`config.mk`:
```
export PLATFORM = sky130hd
export DESIGN_NAME = dmem_portb_arbiter_flat
export DESIGN_NICKNAME = d
export VERILOG_FILES = /design/src/rtl/dmem_portb_arbiter_pkg.sv /design/src/rtl/dmem_portb_arbiter_if.sv /design/src/rtl/dmem_portb_arbiter_write_fifo.sv /design/src/rtl/dmem_portb_arbiter.sv /design/src/flat_wrapper.sv
export SDC_FILE = /design/constraint.sdc
export NUM_CORES = 1
export LEC_CHECK = 0
export CAP_MARGIN = 20
export CORE_MARGIN = 2
export CORE_UTILIZATION = 50
export CTS_CLUSTER_DIAMETER = 30
export DETAILED_ROUTE_END_ITERATION = 10
export PLACE_DENSITY = 0.83
export SETUP_SLACK_MARGIN = 0.15
export SLEW_MARGIN = 5
export SYNTH_ARGS = -nofsm -noshare
export SYNTH_HDL_FRONTEND = slang
export SYNTH_SLANG_ARGS = --single-unit
```
`constraint.sdc`:
```
create_clock -name clock -period 3.45 [get_ports clock]
set_input_delay 0.345 -clock clock [delete_from_list [all_inputs] [get_ports clock]]
set_output_delay 0.345 -clock clock [all_outputs]
set_load 0.03 [all_outputs]
```
`src/rtl/dmem_portb_arbiter_pkg.sv`:
```
// Shared types for the dmem port-B arbiter: default widths,
// FSM state encoding and the keyboard write-queue entry.
package arb_pkg;

  localparam int ARB_ADDR_W     = 12;
  localparam int ARB_DATA_W     = 32;
  localparam int ARB_FIFO_DEPTH = 4;

  typedef enum logic {
    S_READ  = 1'b0,
    S_WRITE = 1'b1
  } state_e;

  typedef struct packed {
    logic [ARB_ADDR_W-1:0] addr;
    logic [ARB_DATA_W-1:0] data;
  } entry_t;

endpackage

```
`src/rtl/dmem_portb_arbiter_if.sv`:
```
// Keyboard / VGA / RAM port-B bundle for the arbiter.
// slave = arbiter side, master = surrounding system side.
interface dmem_portb_arbiter_if #(
  parameter int ADDR_W     = 12,
  parameter int DATA_W     = 32,
  parameter int FIFO_DEPTH = 4
);
  localparam int LVL_W = $clog2(FIFO_DEPTH) + 1;

  logic              kb_we;
  logic [ADDR_W-1:0] kb_addr;
  logic [DATA_W-1:0] kb_data;
  logic              kb_ready;
  logic              vga_active;
  logic [ADDR_W-1:0] vga_addr;
  logic [DATA_W-1:0] vga_data;
  logic [ADDR_W-1:0] ram_addr;
  logic [DATA_W-1:0] ram_data;
  logic              ram_we;
  logic [DATA_W-1:0] ram_q;
  logic [LVL_W-1:0]  fifo_level;
  logic              overflow;

  modport slave (
    input  kb_we, kb_addr, kb_data,
    input  vga_active, vga_addr, ram_q,
    output kb_ready, vga_data,
    output ram_addr, ram_data, ram_we,
    output fifo_level, overflow
  );

  modport master (
    output kb_we, kb_addr, kb_data,
    output vga_active, vga_addr, ram_q,
    input  kb_ready, vga_data,
    input  ram_addr, ram_data, ram_we,
    input  fifo_level, overflow
  );

endinterface

```
`src/rtl/dmem_portb_arbiter_write_fifo.sv`:
```
// Keyboard write queue: power-of-2 circular buffer,
// head is the oldest entry, push+pop keeps the level.
module write_fifo #(
  parameter int  DEPTH  = 4,
  parameter type elem_t = arb_pkg::entry_t,
  localparam int PTR_W  = $clog2(DEPTH),
  localparam int LVL_W  = PTR_W + 1
) (
  input  logic             clock,
  input  logic             reset,
  input  logic             push_i,
  input  elem_t            din_i,
  input  logic             pop_i,
  output logic             full_o,
  output logic             empty_o,
  output logic [LVL_W-1:0] level_o,
  output elem_t            head_o
);

  elem_t            mem_q [DEPTH];
  logic [PTR_W-1:0] wr_q, wr_d;
  logic [PTR_W-1:0] rd_q, rd_d;
  logic [LVL_W-1:0] lvl_q, lvl_d;

  // pointers wrap naturally at DEPTH
  always_comb begin
    wr_d  = push_i ? wr_q + 1'b1 : wr_q;
    rd_d  = pop_i  ? rd_q + 1'b1 : rd_q;
    lvl_d = lvl_q + LVL_W'(push_i) - LVL_W'(pop_i);
  end

  // pointer and occupancy registers
  always_ff @(posedge clock or posedge reset) begin
    if (reset) begin
      wr_q  <= '0;
      rd_q  <= '0;
      lvl_q <= '0;
    end else begin
      wr_q  <= wr_d;
      rd_q  <= rd_d;
      lvl_q <= lvl_d;
    end
  end

  // storage needs no reset; level gates validity
  always_ff @(posedge clock) begin
    if (push_i) mem_q[wr_q] <= din_i;
  end

  assign head_o  = mem_q[rd_q];
  assign level_o = lvl_q;
  assign full_o  = (lvl_q == LVL_W'(DEPTH));
  assign empty_o = (lvl_q == '0);

endmodule

```
`src/rtl/dmem_portb_arbiter.sv`:
```
// Port-B arbiter: VGA reads always win, keyboard writes drain
// from a queue in idle cycles. ARB_READ_HOLD_EN registers vga_data.
module dmem_portb_arbiter
  import arb_pkg::*;
#(
  parameter int ADDR_W     = ARB_ADDR_W,
  parameter int DATA_W     = ARB_DATA_W,
  parameter int FIFO_DEPTH = ARB_FIFO_DEPTH
) (
  input logic                 clock,
  input logic                 reset,
  dmem_portb_arbiter_if.slave bus
);

  localparam int LVL_W = $clog2(FIFO_DEPTH) + 1;

  typedef struct packed {
    logic [ADDR_W-1:0] addr;
    logic [DATA_W-1:0] data;
  } ent_t;

  state_e           state_q, state_d;
  logic             ovf_q, ovf_d;
  logic             push, pop, full, empty;
  logic             ram_we, kb_ready;
  logic [LVL_W-1:0] level;
  ent_t             din, head;

  assign din = '{addr: bus.kb_addr, data: bus.kb_data};

  write_fifo #(
    .DEPTH  (FIFO_DEPTH),
    .elem_t (ent_t)
  ) u_fifo (
    .clock   (clock),
    .reset   (reset),
    .push_i  (push),
    .din_i   (din),
    .pop_i   (pop),
    .full_o  (full),
    .empty_o (empty),
    .level_o (level),
    .head_o  (head)
  );

  assign ram_we   = (state_q == S_WRITE) && !empty
                    && !bus.vga_active;
  assign pop      = ram_we;
  assign kb_ready = !full || pop;
  assign push     = bus.kb_we && kb_ready;

  // next state: drain when VGA idle, yield to VGA at once
  always_comb begin
    state_d = state_q;
    unique case (state_q)
      S_READ: begin
        if (!bus.vga_active && !empty) state_d = S_WRITE;
      end
      S_WRITE: begin
        if (bus.vga_active)
          state_d = S_READ;
        else if (level == LVL_W'(1) && pop && !push)
          state_d = S_READ;
      end
      default: state_d = S_READ;
    endcase
  end

  // overflow is sticky until reset
  always_comb begin
    ovf_d = ovf_q || (bus.kb_we && !kb_ready);
  end

  // FSM state and overflow registers
  always_ff @(posedge clock or posedge reset) begin
    if (reset) begin
      state_q <= S_READ;
      ovf_q   <= 1'b0;
    end else begin
      state_q <= state_d;
      ovf_q   <= ovf_d;
    end
  end

  assign bus.ram_we     = ram_we;
  assign bus.ram_addr   = ram_we ? head.addr : bus.vga_addr;
  assign bus.ram_data   = ram_we ? head.data : '0;
  assign bus.kb_ready   = kb_ready;
  assign bus.fifo_level = level;
  assign bus.overflow   = ovf_q;

`ifdef ARB_READ_HOLD_EN
  logic              rd_prev_q;
  logic [DATA_W-1:0] hold_q, hold_d;

  always_comb begin
    hold_d = rd_prev_q ? bus.ram_q : hold_q;
  end

  // capture read data only after a read cycle
  always_ff @(posedge clock or posedge reset) begin
    if (reset) begin
      rd_prev_q <= 1'b0;
      hold_q    <= '0;
    end else begin
      rd_prev_q <= !ram_we;
      hold_q    <= hold_d;
    end
  end

  assign bus.vga_data = hold_q;
`else
  assign bus.vga_data = bus.ram_q;
`endif

endmodule
```
`src/flat_wrapper.sv`:
```
// flat-port wrapper written by rule: the top's interface ports become plain ports
module dmem_portb_arbiter_flat import arb_pkg::*;
#(
  parameter int ADDR_W     = ARB_ADDR_W,
  parameter int DATA_W     = ARB_DATA_W,
  parameter int FIFO_DEPTH = ARB_FIFO_DEPTH
)
  (clock, reset, bus_kb_we, bus_kb_addr, bus_kb_data, bus_vga_active, bus_vga_addr, bus_ram_q, bus_kb_ready, bus_vga_data, bus_ram_addr, bus_ram_data, bus_ram_we, bus_fifo_level, bus_overflow);
  dmem_portb_arbiter_if #(.ADDR_W(ADDR_W), .DATA_W(DATA_W), .FIFO_DEPTH(FIFO_DEPTH)) bus_i ();
  input logic clock;
  input logic reset;
  input wire logic [$bits(bus_i.kb_we)-1:0] bus_kb_we;
  input wire logic [$bits(bus_i.kb_addr)-1:0] bus_kb_addr;
  input wire logic [$bits(bus_i.kb_data)-1:0] bus_kb_data;
  input wire logic [$bits(bus_i.vga_active)-1:0] bus_vga_active;
  input wire logic [$bits(bus_i.vga_addr)-1:0] bus_vga_addr;
  input wire logic [$bits(bus_i.ram_q)-1:0] bus_ram_q;
  output wire logic [$bits(bus_i.kb_ready)-1:0] bus_kb_ready;
  output wire logic [$bits(bus_i.vga_data)-1:0] bus_vga_data;
  output wire logic [$bits(bus_i.ram_addr)-1:0] bus_ram_addr;
  output wire logic [$bits(bus_i.ram_data)-1:0] bus_ram_data;
  output wire logic [$bits(bus_i.ram_we)-1:0] bus_ram_we;
  output wire logic [$bits(bus_i.fifo_level)-1:0] bus_fifo_level;
  output wire logic [$bits(bus_i.overflow)-1:0] bus_overflow;
  assign bus_i.kb_we = bus_kb_we;
  assign bus_i.kb_addr = bus_kb_addr;
  assign bus_i.kb_data = bus_kb_data;
  assign bus_i.vga_active = bus_vga_active;
  assign bus_i.vga_addr = bus_vga_addr;
  assign bus_i.ram_q = bus_ram_q;
  assign bus_kb_ready = bus_i.kb_ready;
  assign bus_vga_data = bus_i.vga_data;
  assign bus_ram_addr = bus_i.ram_addr;
  assign bus_ram_data = bus_i.ram_data;
  assign bus_ram_we = bus_i.ram_we;
  assign bus_fifo_level = bus_i.fifo_level;
  assign bus_overflow = bus_i.overflow;
  dmem_portb_arbiter #(.ADDR_W(ADDR_W), .DATA_W(DATA_W), .FIFO_DEPTH(FIFO_DEPTH)) u_core (.clock(clock), .reset(reset), .bus(bus_i));
endmodule
```
==> results.yml <==
grt:
  overflow: 0
  grt_first_pass_wirelength_um: 22240
  grt_pass1_vias: 3933
  antenna_found_initial: 0
  grt_max_degree: 45
  track_usage_pct: 18.87
final_layout:
  drive_gt1_share_pct: 22.27
  seqCellArea_mm2: 0.005515
  final_cell_mix: "edfxtp_1, clkdlybuf4s50_1, mux4_2"
  diodes: 0
  nets: 554
  mostFrequentLayoutCell: "edfxtp_1"
  multi_input_area_mm2: 0.001612
  nFillCells: 1014
  area_growth_pct: 23.42
clocking:
  cts_buffers: 17
  cts_root_buf: "clkbuf_16"
  clock_sinks: 185
  cts_tree: "done"
  cts_resized: 0
  postCtsSetupBuffers: 4
  clkSlewWorstSetupHoldPaths_ns: 0.06
  htreeDepth: 4
  clkLatencyLatePin_ns: 0.42
  clk_path_buf_depth: 2
  cts_hold_buf: 0
critical_path:
  end_kind: "primary output"
  rr_endpoint: "u_core.u_fifo.level_o[2]$_DFF_PP0_"
  reg2reg_from: "u_core.u_fifo.level_o[2]$_DFF_PP0_"
  path_class: "reg -> out"
  crit_buf_inv: 2
  critical-path-top-delay-family: "buffers and inverters"
  rrSetupSlack_ns: 0.94
  crit_arrival_ns: 2.71
  required_ns: 3.11
  startpoint_type: "flop"
  r2r_cells: 10
  crit_slowest_cell: "dfrtp_2"
  cpPeakStageDelay_ns: 0.67
  crit_path_max_fanout: 18
  cp_cell_sequence: "buf_4 -> mux4_2 -> mux2_2 -> clkdlybuf4s50_1"
drt:
  routed_wl_um: 14040
  drt_iter0_drc: 243
  drc: 0
  post_drt_wl_per_cell_um: 21.57
  firstDrtPassIters: 4
  routed_via_density: 5.453
  dr_total_vias: 3550
  antenna_left: 0
sta:
  report.final.setup_viol: 0
  fin_crit_sh_pct: 88.58
  min_period_ns: 3.056
  max_freq_mhz: 327.2
  worst_pin_slew_ns: 0.5227
  finalMaxSlewViolations: 0
  clock_skew_ns: 0.007482
  holdWs_ns: 0.2040
  relSlewSlack_pct: 65.15
  rsz0062_at_grt: "false"
  finalHoldViolCount: 0
  tns_ns: 0
floorplan:
  dieArea_mm2: 0.01594
  initial_core_util_pct: 51.23
  dieHeight_um: 126.3
  core_area_mm2: 0.01459
  rows: 44
  io_pins: 174
  die_width_um: 126.3
synthesis:
  synth_area_per_cell_um2: 20.99
  mappedNetlistArea_mm2: 0.007473
  synth_fp_nets: 455
  postSynth.asyncResetShare_pct: 4.865
  netlist.top_cell.by_area: "edfxtp_1"
  synth-compound-area-share_pct: 0.7869
  synth_top_area_share_pct: 70.72
  synth_top_family_by_area: "multiplexers"
  synth-edff-count: 176
  ys_ff_latch: 185
  ys_seq_area_share_pct: 73.73
  synth-simple-area-share_pct: 3.365
  yosysWarnings: 0
  yosysUniqueCellTypes: 27
  postSynthCellCount: 356
  synthMuxAreaShare_pct: 15.32
  synth_xor_area_share_pct: 0.5860
  synth_area_leaders: "edfxtp_1, mux4_2, buf_4"
  synth_fa_ha_area_share_pct: 1.272
  synth-main-ff-cell: "edfxtp_1"
power_and_ir_drop:
  p_int_w: 0.005199
  seqPwrFrac_pct: 43.5
  swShare_pct: 28.96
  leakagePower_nw: 3.045
  pwr-share-comb_pct: 32.0
  clockPowerShare_pct: 24.5
  ir_drop_mv: 0.4614
  p_sw_w: 0.002120
  p_per_area_mw_per_mm2: 793.5
place:
  hpwlAfterDp_um: 8531
  gp_congestion: 0.7160
  port_buffers: 109
min_path:
  hold_class: "in -> async"
flow_run:
  maxCapViolations: 0
outcome:
  status: "finished, final reports clean"
## power by group through the flow
stage | clock network (W) | registers, W | logic [W]
after CTS | 0.00183 | 0.00320 | 0.00239
after global placement | 0 | 0.00318 | 0.00233
after floorplan | 0 | 0.00318 | 0.00166
final | 0.00179 | 0.00319 | 0.00234
after global routing | 0.00192 | 0.00323 | 0.00252
after detailed placement | 0 | 0.00322 | 0.00236
## state kept, by name (all words and copies together), names as in the netlist
signal and cells:
u_core.bus.overflow 1, u_core.u_fifo.level_o 3, u_core.u_fifo.mem_q 176, u_core.state_q 1
u_core.u_fifo.rd_q 2, u_core.u_fifo.wr_q 2
## per-layer routing
layer  vias up  part of all wire, %  global-route usage [%]
met5         -                    0                       0
met4         0                  2.7                   8.145
met3        39                  5.0                   4.545
met2       117                   53                   32.16
met1      1815                   39                   23.20
li1       1579                    -                       -
## area by class of cell
| cell class | count | share of cell area (%) |
|---|---|---|
| flip-flops and latches | 185 | 59.79 |
| well taps | 184 | 2.496 |
| clock buffers | 20 | 4.734 |
| repair buffers | 125 | 13.94 |
| inverters | 10 | 0.4069 |
| clock inverters | 11 | 1.153 |
| multi-input cells | 116 | 17.47 |
## metrics by stage
step / util [%] / instance area (µm²) / setup WS (ns) / power [W] / std cells
after floorplan: - / 7473 / 0.6599 / 0.004845 / 356
after global placement: 59.07 / 8618 / 0.2936 / 0.005508 / 614
after detailed placement: 59.07 / 8618 / 0.1835 / 0.005576 / 614
after CTS: 63.17 / 9216 / 0.3069 / 0.007418 / 650
after global routing: 63.22 / 9224 / 0.3066 / 0.007672 / 651
final: 63.22 / 9224 / 0.3940 / 0.007319 / 651
## cell families after synthesis
family,count (synthesis)
adders and majority gates,7
xor gates and xnor gates,5
and+or+nand+nor,40
DFF,185
muxes,57
buffers and inverters,56
AOI/OAI and AO/OA,6
## Yosys cell counts (all sizes together) (3+ instances only)
cell type	instances
and2	4
buf	43
clkbuf	3
dfrtp	9
edfxtp	176
ha	6
inv	10
mux2	13
mux4	44
nor2b	32
xnor2	5
## worst max path at each step
| stage | slack, ns | cells after the start | endpoint | from |
|---|---|---|---|---|
| 6_report | 0.39 | 4 | bus_ram_addr[2] | u_core.u_fifo.rd_q[1]$_DFFE_PP0P_ |
| 5_1_grt | 0.31 | 4 | bus_ram_addr[0] | u_core.u_fifo.rd_q[1]$_DFFE_PP0P_ |
| 4_1_cts | 0.31 | 3 | bus_ram_data[17] | u_core.u_fifo.level_o[0]$_DFF_PP0_ |
| 3_5_place_dp | 0.18 | 4 | bus_ram_addr[2] | u_core.u_fifo.level_o[1]$_DFF_PP0_ |
| 3_3_place_gp | 0.29 | 4 | bus_ram_addr[2] | u_core.u_fifo.level_o[1]$_DFF_PP0_ |
| 2_1_floorplan | 0.66 | 10 | u_core.u_fifo.level_o[2]$_DFF_PP0_ | u_core.u_fifo.level_o[1]$_DFF_PP0_ |
Note: power is estimated with default switching activity, not from simulation.
